### config.mk
export PLATFORM = sky130hd
export DESIGN_NAME = mode_record_arbiter
export DESIGN_NICKNAME = d
export VERILOG_FILES = /design/src/rtl/mode_record_arbiter.sv
export SDC_FILE = /design/constraint.sdc
export NUM_CORES = 1
export LEC_CHECK = 0
export CORE_MARGIN = 2
export CORE_UTILIZATION = 52
export CTS_CLUSTER_SIZE = 16
export DETAILED_ROUTE_END_ITERATION = 8
export PLACE_DENSITY = 0.73
export SLEW_MARGIN = 10
export SYNTH_ARGS = -nofsm -noshare
export SYNTH_HDL_FRONTEND = slang
export SYNTH_SLANG_ARGS = --single-unit
### constraint.sdc
create_clock -name clk -period 4 [get_ports clk]
set_clock_uncertainty 0.15 [all_clocks]
set_input_delay 0.8 -clock clk [delete_from_list [all_inputs] [get_ports clk]]
set_output_delay 0.8 -clock clk [all_outputs]
set_load 0.01 [all_outputs]
### src/rtl/mode_record_arbiter.sv
// N-channel {mode,data} record FIFOs merged onto one registered valid/ready
// output; urgent-mode heads win by lowest index, the rest are served round-robin.
module mode_record_arbiter #(
  parameter int unsigned       NUM_CH      = 4,
  parameter int unsigned       MODE_W      = 3,
  parameter int unsigned       DATA_W      = 16,
  parameter int unsigned       DEPTH       = 4,
  parameter logic [MODE_W-1:0] URGENT_MODE = '0,
  localparam int unsigned      CH_W        = $clog2(NUM_CH),
  localparam int unsigned      LVL_W       = $clog2(DEPTH) + 1
) (
  input  logic                      clk,
  input  logic                      rst,
  input  logic [NUM_CH-1:0]         in_valid,
  output logic [NUM_CH-1:0]         in_ready,
  input  logic [NUM_CH*MODE_W-1:0]  in_mode,
  input  logic [NUM_CH*DATA_W-1:0]  in_data,
  output logic                      out_valid,
  input  logic                      out_ready,
  output logic [MODE_W-1:0]         out_mode,
  output logic [DATA_W-1:0]         out_data,
  output logic [CH_W-1:0]           out_ch,
  output logic [NUM_CH*LVL_W-1:0]   ch_level
);

  localparam int unsigned PTR_W = $clog2(DEPTH);

  typedef enum logic {S_EMPTY, S_HOLD} state_t;

  state_t            state_q, state_d;
  logic [MODE_W-1:0] mode_mem_q [NUM_CH][DEPTH];
  logic [DATA_W-1:0] data_mem_q [NUM_CH][DEPTH];
  logic [PTR_W-1:0]  wptr_q [NUM_CH];
  logic [PTR_W-1:0]  wptr_d [NUM_CH];
  logic [PTR_W-1:0]  rptr_q [NUM_CH];
  logic [PTR_W-1:0]  rptr_d [NUM_CH];
  logic [LVL_W-1:0]  level_q [NUM_CH];
  logic [LVL_W-1:0]  level_d [NUM_CH];
  logic [CH_W-1:0]   rr_q, rr_d;
  logic [MODE_W-1:0] out_mode_q, out_mode_d;
  logic [DATA_W-1:0] out_data_q, out_data_d;
  logic [CH_W-1:0]   out_ch_q, out_ch_d;

  logic [NUM_CH-1:0] push, pop, nonempty, urgent;
  logic              any_ne, urg_any, load;
  logic [CH_W-1:0]   grant;

  always_comb begin
    in_ready = '0;
    push     = '0;
    nonempty = '0;
    urgent   = '0;
    ch_level = '0;
    for (int unsigned i = 0; i < NUM_CH; i++) begin
      nonempty[i] = (level_q[i] != '0);
      in_ready[i] = !rst && (level_q[i] != LVL_W'(DEPTH));
      push[i]     = in_valid[i] && in_ready[i];
      urgent[i]   = nonempty[i] && (mode_mem_q[i][rptr_q[i]] == URGENT_MODE);
      ch_level[i*LVL_W +: LVL_W] = level_q[i];
    end
  end

  // Round-robin search wraps at NUM_CH so non-power-of-2 channel counts work.
  always_comb begin
    logic        found;
    int unsigned idx;
    grant   = '0;
    found   = 1'b0;
    idx     = 0;
    any_ne  = |nonempty;
    urg_any = |urgent;
    if (urg_any) begin
      for (int unsigned i = 0; i < NUM_CH; i++) begin
        if (!found && urgent[i]) begin
          grant = CH_W'(i);
          found = 1'b1;
        end
      end
    end else begin
      for (int unsigned k = 1; k <= NUM_CH; k++) begin
        idx = 32'(rr_q) + k;
        if (idx >= NUM_CH) idx = idx - NUM_CH;
        if (!found && nonempty[CH_W'(idx)]) begin
          grant = CH_W'(idx);
          found = 1'b1;
        end
      end
    end
  end

  always_comb begin
    state_d    = state_q;
    rr_d       = rr_q;
    out_mode_d = out_mode_q;
    out_data_d = out_data_q;
    out_ch_d   = out_ch_q;
    load       = 1'b0;
    case (state_q)
      S_EMPTY: load = any_ne;
      S_HOLD: begin
        if (out_ready) begin
          load = any_ne;
          if (!any_ne) state_d = S_EMPTY;
        end
      end
      default: state_d = S_EMPTY;
    endcase
    if (load) begin
      state_d    = S_HOLD;
      out_mode_d = mode_mem_q[grant][rptr_q[grant]];
      out_data_d = data_mem_q[grant][rptr_q[grant]];
      out_ch_d   = grant;
      if (!urg_any) rr_d = grant;
    end
  end

  always_comb begin
    pop = '0;
    for (int unsigned i = 0; i < NUM_CH; i++) begin
      pop[i]    = load && (grant == CH_W'(i));
      wptr_d[i] = wptr_q[i] + PTR_W'(push[i]);
      rptr_d[i] = rptr_q[i] + PTR_W'(pop[i]);
      case ({push[i], pop[i]})
        2'b10:   level_d[i] = level_q[i] + LVL_W'(1);
        2'b01:   level_d[i] = level_q[i] - LVL_W'(1);
        default: level_d[i] = level_q[i];
      endcase
    end
  end

  always_ff @(posedge clk or posedge rst) begin
    if (rst) begin
      state_q    <= S_EMPTY;
      rr_q       <= CH_W'(NUM_CH - 1);
      out_mode_q <= '0;
      out_data_q <= '0;
      out_ch_q   <= '0;
      for (int unsigned i = 0; i < NUM_CH; i++) begin
        wptr_q[i]  <= '0;
        rptr_q[i]  <= '0;
        level_q[i] <= '0;
      end
    end else begin
      state_q    <= state_d;
      rr_q       <= rr_d;
      out_mode_q <= out_mode_d;
      out_data_q <= out_data_d;
      out_ch_q   <= out_ch_d;
      for (int unsigned i = 0; i < NUM_CH; i++) begin
        wptr_q[i]  <= wptr_d[i];
        rptr_q[i]  <= rptr_d[i];
        level_q[i] <= level_d[i];
      end
    end
  end

  // Storage needs no reset: occupancy is tracked solely by the pointers/levels.
  always_ff @(posedge clk) begin
    for (int unsigned i = 0; i < NUM_CH; i++) begin
      if (push[i]) begin
        mode_mem_q[i][wptr_q[i]] <= in_mode[i*MODE_W +: MODE_W];
        data_mem_q[i][wptr_q[i]] <= in_data[i*DATA_W +: DATA_W];
      end
    end
  end

  assign out_valid = (state_q == S_HOLD);
  assign out_mode  = out_mode_q;
  assign out_data  = out_data_q;
  assign out_ch    = out_ch_q;

endmodule

==> impl_summary.log <==
[metrics] status: completed
[metrics] number of setup violations in the final report: 0
[metrics] static leakage: 6.192 nW
[metrics] peak supply drop: 0.6316 mV
[metrics] flip-flop and latch count after synthesis: between 300 and 400
[metrics] share of power burned in registers: 32.9%
[metrics] wire length of the first global-routing pass: 51060 um
[metrics] most used cells in the layout excluding fill and tap cells: sky130_fd_sc_hd__edfxtp_1 (304), sky130_fd_sc_hd__clkdlybuf4s50_1 (120), sky130_fd_sc_hd__mux2i_1 (111)
[metrics] number of flops mapped to enable cells by yosys: 304
[metrics] num rows: 61
[metrics] die width: about 170 um
[metrics] number of placed I/O pins: approximately 120
[metrics] CP bufs+invs: 2
[metrics] area added between synthesis and finish: 20.28%
[metrics] mean area per synthesized cell: 16.47 um^2
[metrics] ANT cells: 0
[metrics] internal power component: 9.765 mW
[metrics] fraction of final layout cells with drive strength greater than 1: a little over an eighth
[metrics] CP Launch Type: flop
[metrics] DIE HEIGHT: between 150 and 200 um
[metrics] number of DRC violations after detailed routing: 0
[metrics] Clock Root Buffer: sky130_fd_sc_hd__clkbuf_16
[metrics] Slowest Stage Delay on Critical Path: 0.48 ns
[metrics] Total Power Consumption: around 16 mW
[metrics] min setup slack post-route: 0.1841 ns
[metrics] combinational power share: 46.5%
[metrics] synthesized area: between 10000 and 15000 um^2
[metrics] Final Critical Period: roughly 3.8 ns
[metrics] number of violations reported at the end of detailed-routing iteration 0: 780
[metrics] achievable frequency: 262.1 MHz
[metrics] estimated wirelength of the detail-placed design: around 23000 um
[metrics] CTS tree: done
[metrics] setup repair after global routing missed its margin: false
[metrics] register area share after synthesis: 70.86%
[metrics] Fin. Hold Viols: 0
[metrics] hold-fix buffer count after cts: 0
[metrics] final WL: 33670 um
[metrics] post-synthesis cell count: 894
[metrics] share of the cycle needed by the critical path after routing: 95.40%
[metrics] final core occ: between 60 and 70%
[metrics] number of global-route vias before repair: between 8000 and 9000
[metrics] number of antenna violations at the first check in global routing: 0
[metrics] effective utilization at floorplan: between 50% and 60%
[metrics] biggest fanout along the worst timing path: 27
[metrics] Hold/Removal Path Class: reg -> reg
[metrics] Worst Setup Path Type: reg -> reg
[metrics] most used flip-flop cell after synthesis: sky130_fd_sc_hd__edfxtp_1
[metrics] clock slew at reported path FFs: ~0.060 ns
[metrics] aggregate negative setup slack: 0 ns
[metrics] transition time of the tightest slew-check pin: 1.025 ns
[metrics] Worst-Skew Late Latency: ~0.52 ns
[metrics] NetSw: 5.799 mW
[metrics] floorplan die area: around 30000 um^2
[metrics] cell with the biggest individual delay on the critical path: sky130_fd_sc_hd__a311oi_4
[metrics] area of the core: between 20000 and 30000 um^2
[metrics] share of flip-flops with an asynchronous set or reset: 14.61%
[metrics] Max Transition Viols Final: 0
[metrics] type of destination of the critical path: flop
[metrics] most common cell after layout, fill and taps aside: sky130_fd_sc_hd__edfxtp_1
[metrics] DRT Pass-1 Iters: 4
[metrics] PwrDens: 878.9 nW/um^2
[metrics] Placer Congestion: 0.8934
[metrics] largest buffer count on any clock path: 3
[metrics] worst endpoint data arrival time: ~4.0 ns
[metrics] Clk pwr share: 20.5%
[metrics] Sink Count: 356
[metrics] total via count after detailed routing: between 8000 and 9000
[metrics] routed length per placed instance: 23.14 um
[metrics] fin nets: 1149
[metrics] cell family contributing the most delay on the critical path: compound AO/OA/AOI/OAI gates
[metrics] cell-by-cell listing of the critical path: or3_1 > a32o_1 > a311o_1 > a311oi_4 > buf_4 > buf_4 > nand2_2 > or3_1 > o2111ai_1 > o211ai_2
[metrics] pre-CTS setup slack: 0.01991 ns
[metrics] Net Count, Synth: between 900 and 1000
[metrics] Max transition margin: 31.70%
[metrics] all-layer global routing usage: 23.64%
[metrics] vias per cell: between 5 and 6
[metrics] number of distinct standard cells referenced by the synthesized netlist: 50
[metrics] net switching share of the total power: 37.26%
[metrics] maximum level of the CTS H-tree: 2
[metrics] maximum number of pins on one net before global-route repair: 55
[metrics] warnings from Yosys: 0
[metrics] CTS buffer count: 37
[metrics] worst endpoint required time: 4.22 ns
[metrics] Buffers on Ports: between 100 and 150
[metrics] max-capacitance violation count: 0
[metrics] Detail Route Antenna Nets: 0
[metrics] leftover overflow at the end of global routing: 0
## worst min-delay path, delay by kind of cell (launching register included)
family,cells,cell delay [ns]
flip-flops,1,0.35
AND/OR/NAND/NOR,1,0.05
AO/OA/AOI/OAI,1,0.06
## stage by stage
| step | hold WS, ns | instance area, um^2 | cells |
|---|---|---|---|
| floorplan | 0.3328 | 14720 | 894 |
| global placement | 0.3284 | 16560 | 1387 |
| detailed placement | 0.3344 | 16560 | 1387 |
| CTS | 0.3573 | 17680 | 1453 |
| global route | 0.3849 | 17710 | 1455 |
| finish | 0.3547 | 17710 | 1455 |
## layout make-up
type                    instances  area [um^2]
clock buffers                  47        963.4
clock inverters                19        150.1
fillers                      1974        10150
inverters                      19        71.32
multi-input cells             472         4024
flip-flops and latches        356        10430
well taps                     378        473.0
repair buffers                164         1594
## sequential cells by signal (all words and copies together) (netlist names)
register    flops
ch_level       12
data_mem_q    256
mode_mem_q     48
out_ch          2
out_data       16
out_mode        3
out_valid       1
rptr_q          8
rr_q            2
wptr_q          8
## power by group through the flow
stage,sequential (mW),combinational (mW),clock (mW)
detailed placement,5.19,7.17,0
global route,5.19,7.77,3.38
global placement,5.18,7.01,0
finish,5.12,7.24,3.20
CTS,5.12,7.21,3.23
floorplan,5.12,4.96,0
## kinds of logic after synthesis
family	after synthesis	share of synthesized area (%)
buffers and inverters	66	2.193
muxes	133	10.61
AOI/OAI and AO/OA	140	7.785
adders and majority gates	16	1.564
and+or+nand+nor	163	5.804
DFF	356	70.86
xor gates and xnor gates	20	1.190
## per-layer routing
layer,wire length [um],vias to the layer above,track usage [%],part of all wire (%)
met5,0,-,0,0
met4,1310,0,9.938,3.9
met3,1758,77,3.410,5.2
met2,17720,296,42.47,53
met1,12880,4181,28.66,38
li1,-,3848,-,-
## final timing paths
path	slack [ns]	endpoint	cells past startpoint	startpoint
min	0.35	out_ch[0]	2	out_ch[0]
max in group asynchronous	2.47	rr_q[1]	3	rst
max	0.18	out_data[4]	10	ch_level[3]
min in group asynchronous	0.59	ch_level[1]	2	rst
min reg2reg	0.35	out_ch[0]	2	out_ch[0]
max reg2reg	0.18	out_data[4]	10	ch_level[3]
## Yosys cell counts, types with 8 or more instances
master                      count  area share, %
sky130_fd_sc_hd__edfxtp_1     304             62
sky130_fd_sc_hd__clkbuf_1      28           0.71
sky130_fd_sc_hd__or3_1         18           0.76
sky130_fd_sc_hd__buf_6          8           0.61
sky130_fd_sc_hd__a211oi_1      79            4.0
sky130_fd_sc_hd__ha_1          12            1.0
sky130_fd_sc_hd__inv_1         18           0.46
sky130_fd_sc_hd__o211ai_2      10           0.85
sky130_fd_sc_hd__nor3_1        18           0.61
sky130_fd_sc_hd__nor2_1        30           0.76
sky130_fd_sc_hd__nor2b_1       37            1.6
sky130_fd_sc_hd__mux4_2        17            2.6
sky130_fd_sc_hd__o211ai_1       9           0.46
sky130_fd_sc_hd__xor2_1        16           0.95
sky130_fd_sc_hd__o2111ai_1     17            1.0
sky130_fd_sc_hd__dfrtp_1       50            8.5
sky130_fd_sc_hd__mux2i_1      111            7.5
sky130_fd_sc_hd__nor4_1         8           0.34
sky130_fd_sc_hd__nand2_1       35           0.89
## timing repair
| item | in CTS | in global routing |
|---|---|---|
| setup buffers | 0 | 2 |
| gates resized for setup | 1 | 0 |
| gates cloned | 0 | 0 |
| endpoints found under the setup margin | 2 | 1 |
(Power assumes the default switching activity.)
==> RTL edit 1, RTL diff (config.mk and constraints unchanged) <==
`DATA_W`: 16 -> 32.
--- a/src/rtl/mode_record_arbiter.sv
+++ b/src/rtl/mode_record_arbiter.sv
@@ -3,7 +3,7 @@
 module mode_record_arbiter #(
   parameter int unsigned       NUM_CH      = 4,
   parameter int unsigned       MODE_W      = 3,
-  parameter int unsigned       DATA_W      = 16,
+  parameter int unsigned       DATA_W      = 32,
   parameter int unsigned       DEPTH       = 4,
   parameter logic [MODE_W-1:0] URGENT_MODE = '0,
   localparam int unsigned      CH_W        = $clog2(NUM_CH),
Ports: changed (resized in_data and out_data); port bits go from 121 to 201. No check against the original RTL was run, so the function may have changed too.
==> RTL edit 1 against the unedited design <==
- count of clock-buffer cells in the layout grew 29
- synthesized cell count increased by 57%
- total power is 69% higher
- area after synthesis is 70% higher
- sequential share of layout area is 2.6 points higher
- cell count is 59% higher
- routed wire length grew 89%
- worst setup slack improved by 0.055 ns
- combinational power rose by 67%
- sequential cell count grew 272
- hold slack gained 0.032 ns
- via count rose by 68%
- design area up 70%
==> RTL edit 1: results (changes against the unedited design) <==
Detailed routing
- **DR vias/cell** 6.09, was 5.77
- **met3 WL post-DR** 6050 um, was 1760 um
- **routed vias** 14,100, was 8,402
- **Routed met1 length** 26,700 um, was 12,900 um
- **average wire per cell in the routed design** 27.4 um, was 23.1 um
- **Initial DRT Pass Iterations** 5, was 4
- **1st-iter DRT viols** 1,454, was 780
- **detailed-routed wire length on met2** 29,400 um, was 17,700 um

Outcome
- **run status** finished, final reports clean, unchanged

STA
- **relative slew slack** 49.8%, was 31.7%
- **share of the clock period used by the worst path** 94.0%, was 95.4%

Synth
- **share of flip-flops with an asynchronous set or reset after synthesis** 10.8%, was 14.6%
- **complex-gate fraction of the synthesized area** 8.09%, was 7.78%
- **share of synthesized area occupied by flip-flops and latches** 74.0%, was 70.9%
- **synth unique cells** 60, was 50
- **proportion of synthesized area in mux cells** 11.4%, was 10.6%
- **gate count after technology mapping** 1,407, was 894
- **top post-synthesis cells by count** sky130_fd_sc_hd__edfxtp_1 (560), sky130_fd_sc_hd__mux2i_1 (282), sky130_fd_sc_hd__a22oi_1 (68), sky130_fd_sc_hd__dfrtp_1 (66), sky130_fd_sc_hd__clkbuf_1 (39), was sky130_fd_sc_hd__edfxtp_1 (304), sky130_fd_sc_hd__mux2i_1 (111), sky130_fd_sc_hd__a211oi_1 (79), sky130_fd_sc_hd__dfrtp_1 (50), sky130_fd_sc_hd__nor2b_1 (37)

Clock network
- **clock insertion delay at the later pin of the skew report** 0.62 ns, was 0.52 ns

Place
- **number of placed cells counting well taps** 2,205, was 1,387
- **worst slack at placement** 0.123 ns, was 0.0199 ns

Critical path
- **setup slack of the worst register-to-register path** 0.24 ns, was 0.18 ns
- **largest fanout on the critical path** 8, was 27
- **end point of the critical path** ch_level[2], was out_data[4]
- **Worst path max stage delay** 0.51 ns, was 0.48 ns
- **Register-to-Register Path Depth** 12, was 10

Final layout
- **number of fill cells** 3,303, was 1,974
- **proportion of layout cells with a drive suffix above 1** 10.5%, was 13.6%
- **number of nets in the final layout** 1,814, was 1,149
- **max FFs per register** 512, was 256

Min path
- **hold worst-path end** out_ch[1], was out_ch[0]

Global route
- **total global routing track utilization** 25.5%, was 23.6%
- **antenna violations before repair** 14, was 0
- **met1 track demand over resource in global routing** 36.0%, was 28.7%
- **met2 Resource Use GR** 39.5%, was 42.5%
- **first-pass GRT wire length** 92,400 um, was 51,100 um
- **met3 Track Usage GR** 6.82%, was 3.41%

Power and ir drop
- **Logic power comb** 0.0121 W, was 0.00724 W
- **sequential cell fraction of total power** 33.7%, was 32.9%
- **peak supply drop** 0.000888 V, was 0.000632 V
- **total leakage power** 10.9 nW, was 6.19 nW

==> RTL edit 1: cell types whose count changed after synthesis, moves of 32 or more <==
cell	unedited run	this run
sky130_fd_sc_hd__a211o_1	3	35
sky130_fd_sc_hd__a211oi_1	79	6
sky130_fd_sc_hd__a21oi_1	2	38
sky130_fd_sc_hd__a22oi_1	1	68
sky130_fd_sc_hd__a32o_1	1	33
sky130_fd_sc_hd__and3_1	4	38
sky130_fd_sc_hd__edfxtp_1	304	560
sky130_fd_sc_hd__mux2i_1	111	282
sky130_fd_sc_hd__nor2b_1	37	2
sky130_fd_sc_hd__o211a_1	0	35
==> RTL edit 1: tightest hold or removal path: cells and delay by family (launching register included) <==
kind             cells  cell delay [ns]
DFF                  1             0.38
and+or+nand+nor      2             0.12
==> RTL edit 1: layout make-up <==
type,count,area share (%)
Sequential cell,628,61.5
Multi-Input combinational cell,687,20.5
Timing Repair Buffer,258,9.14
Clock buffer,76,5.15
Tap cell,615,2.56
Clock inverter,33,0.840
Inverter,17,0.212
Antenna cell,4,0.0333
==> RTL edit 2, RTL diff (config.mk and constraints unchanged) <==
Made on the original files. Register the output `ch_level`, without a reset; this adds one clock of latency there. The other outputs are not delayed to match.
--- a/src/rtl/mode_record_arbiter.sv
+++ b/src/rtl/mode_record_arbiter.sv
@@ -27,6 +27,8 @@
 
   typedef enum logic {S_EMPTY, S_HOLD} state_t;
 
+  logic [NUM_CH*LVL_W-1:0] ch_level_d;
+
   state_t            state_q, state_d;
   logic [MODE_W-1:0] mode_mem_q [NUM_CH][DEPTH];
   logic [DATA_W-1:0] data_mem_q [NUM_CH][DEPTH];
@@ -50,13 +52,13 @@
     push     = '0;
     nonempty = '0;
     urgent   = '0;
-    ch_level = '0;
+    ch_level_d = '0;
     for (int unsigned i = 0; i < NUM_CH; i++) begin
       nonempty[i] = (level_q[i] != '0);
       in_ready[i] = !rst && (level_q[i] != LVL_W'(DEPTH));
       push[i]     = in_valid[i] && in_ready[i];
       urgent[i]   = nonempty[i] && (mode_mem_q[i][rptr_q[i]] == URGENT_MODE);
-      ch_level[i*LVL_W +: LVL_W] = level_q[i];
+      ch_level_d[i*LVL_W +: LVL_W] = level_q[i];
     end
   end
 
@@ -169,5 +171,9 @@
   assign out_data  = out_data_q;
   assign out_ch    = out_ch_q;
 
+  always_ff @(posedge clk) begin
+    ch_level <= ch_level_d;
+  end
+
 endmodule
 
Behaviour: not the same (a bounded check fails within 4 cycles, from zero or initial values and one cycle with rst high).
==> RTL edit 2 against the unedited design <==
- fmax is 3.0% higher
- hold slack got worse by 0.11 ns
- via count increased by 5.9%
- sequential cell count up 12
- worst setup slack better by 0.11 ns
- first-iteration DRC count grew 52%
- non-clock buffer count shrank 8
- routed wire length grew 6.2%
- total power rose by 6.7%
- sequential power is 3% higher
- count of clock-buffer cells in the layout rose by 6
- design area is 1.4% higher
- area after synthesis rose by 1.5%
- highest routed layer is now met5
==> RTL edit 2: results (changes against the unedited design) <==
Global route
- **met3 Track Usage GR** 4.47%, was 3.41%
- **antenna violations before repair** 1, was 0
- **met1 track demand over resource in global routing** 37.7%, was 28.7%

Clock network
- **number of resized instances in the post-cts repair step** 0, was 1
- **number of buffers added by the clock tree synthesis step** 36, was 37

Outcome
- **run status** finished, final reports clean, unchanged

Detailed routing
- **Routed met1 length** 16,000 um, was 12,900 um
- **Initial DRT Pass Iterations** 6, was 4
- **highest layer used for signal routing** met5, was met4
- **detailed-routed wire length on met2** 15,400 um, was 17,700 um

Synth
- **synth unique cells** 42, was 50
- **syn_nets** 1,047, was 993
- **top post-synthesis cells by count** sky130_fd_sc_hd__edfxtp_1 (304), sky130_fd_sc_hd__mux2i_1 (86), sky130_fd_sc_hd__a211o_1 (59), sky130_fd_sc_hd__nand2_1 (54), sky130_fd_sc_hd__dfrtp_1 (50), was sky130_fd_sc_hd__edfxtp_1 (304), sky130_fd_sc_hd__mux2i_1 (111), sky130_fd_sc_hd__a211oi_1 (79), sky130_fd_sc_hd__dfrtp_1 (50), sky130_fd_sc_hd__nor2b_1 (37)
- **synth top area cells** sky130_fd_sc_hd__edfxtp_1 (61%), sky130_fd_sc_hd__dfrtp_1 (8.4%), sky130_fd_sc_hd__mux2i_1 (5.8%), was sky130_fd_sc_hd__edfxtp_1 (62%), sky130_fd_sc_hd__dfrtp_1 (8.5%), sky130_fd_sc_hd__mux2i_1 (7.5%)

Final layout
- **clock buffer count** 53, was 47
- **non-filler instance count after layout** 1,499, was 1,455
- **end-of-flow core utilization** 63.0%, was 63.6%
- **number of fill cells** 2,020, was 1,974
- **buffering overhead** 8.76%, was 9.00%
- **Clock Network Area Fraction** 6.36%, was 6.29%

Critical path
- **Slowest cell on crit path** sky130_fd_sc_hd__a211oi_1, was sky130_fd_sc_hd__a311oi_4
- **Register-to-Register Path Depth** 11, was 10
- **worst path arrival time** 3.94 ns, was 4.04 ns

STA
- **Hold Worst Slack** 0.244 ns, was 0.355 ns
- **actual transition at the worst max-transition pin** 0.655 ns, was 1.02 ns

Power and ir drop
- **total leakage power** 6.42 nW, was 6.19 nW
- **Power per Cell Area** 925 mW/mm^2, was 879 mW/mm^2

Place
- **worst slack at placement** 0.387 ns, was 0.0199 ns

-- RTL edit 2: cell count changes after synthesis, moves of 12 or more --
cell / unedited run / this run
sky130_fd_sc_hd__a211o_1: 3 / 59
sky130_fd_sc_hd__a211oi_1: 79 / 42
sky130_fd_sc_hd__a21oi_1: 2 / 41
sky130_fd_sc_hd__dfxtp_1: 0 / 12
sky130_fd_sc_hd__mux2_2: 4 / 39
sky130_fd_sc_hd__mux2i_1: 111 / 86
sky130_fd_sc_hd__mux4_2: 17 / 0
sky130_fd_sc_hd__nand2_1: 35 / 54
sky130_fd_sc_hd__nor2_1: 30 / 13
sky130_fd_sc_hd__o2111ai_1: 17 / 0
sky130_fd_sc_hd__o211ai_1: 9 / 40
sky130_fd_sc_hd__or3_1: 18 / 2
-- RTL edit 2: power breakdown --
group          total, W  switching (W)  internal [W]
clock           0.00329        0.00136       0.00194
sequential      0.00529       0.000411       0.00488
combinational   0.00803        0.00464       0.00339
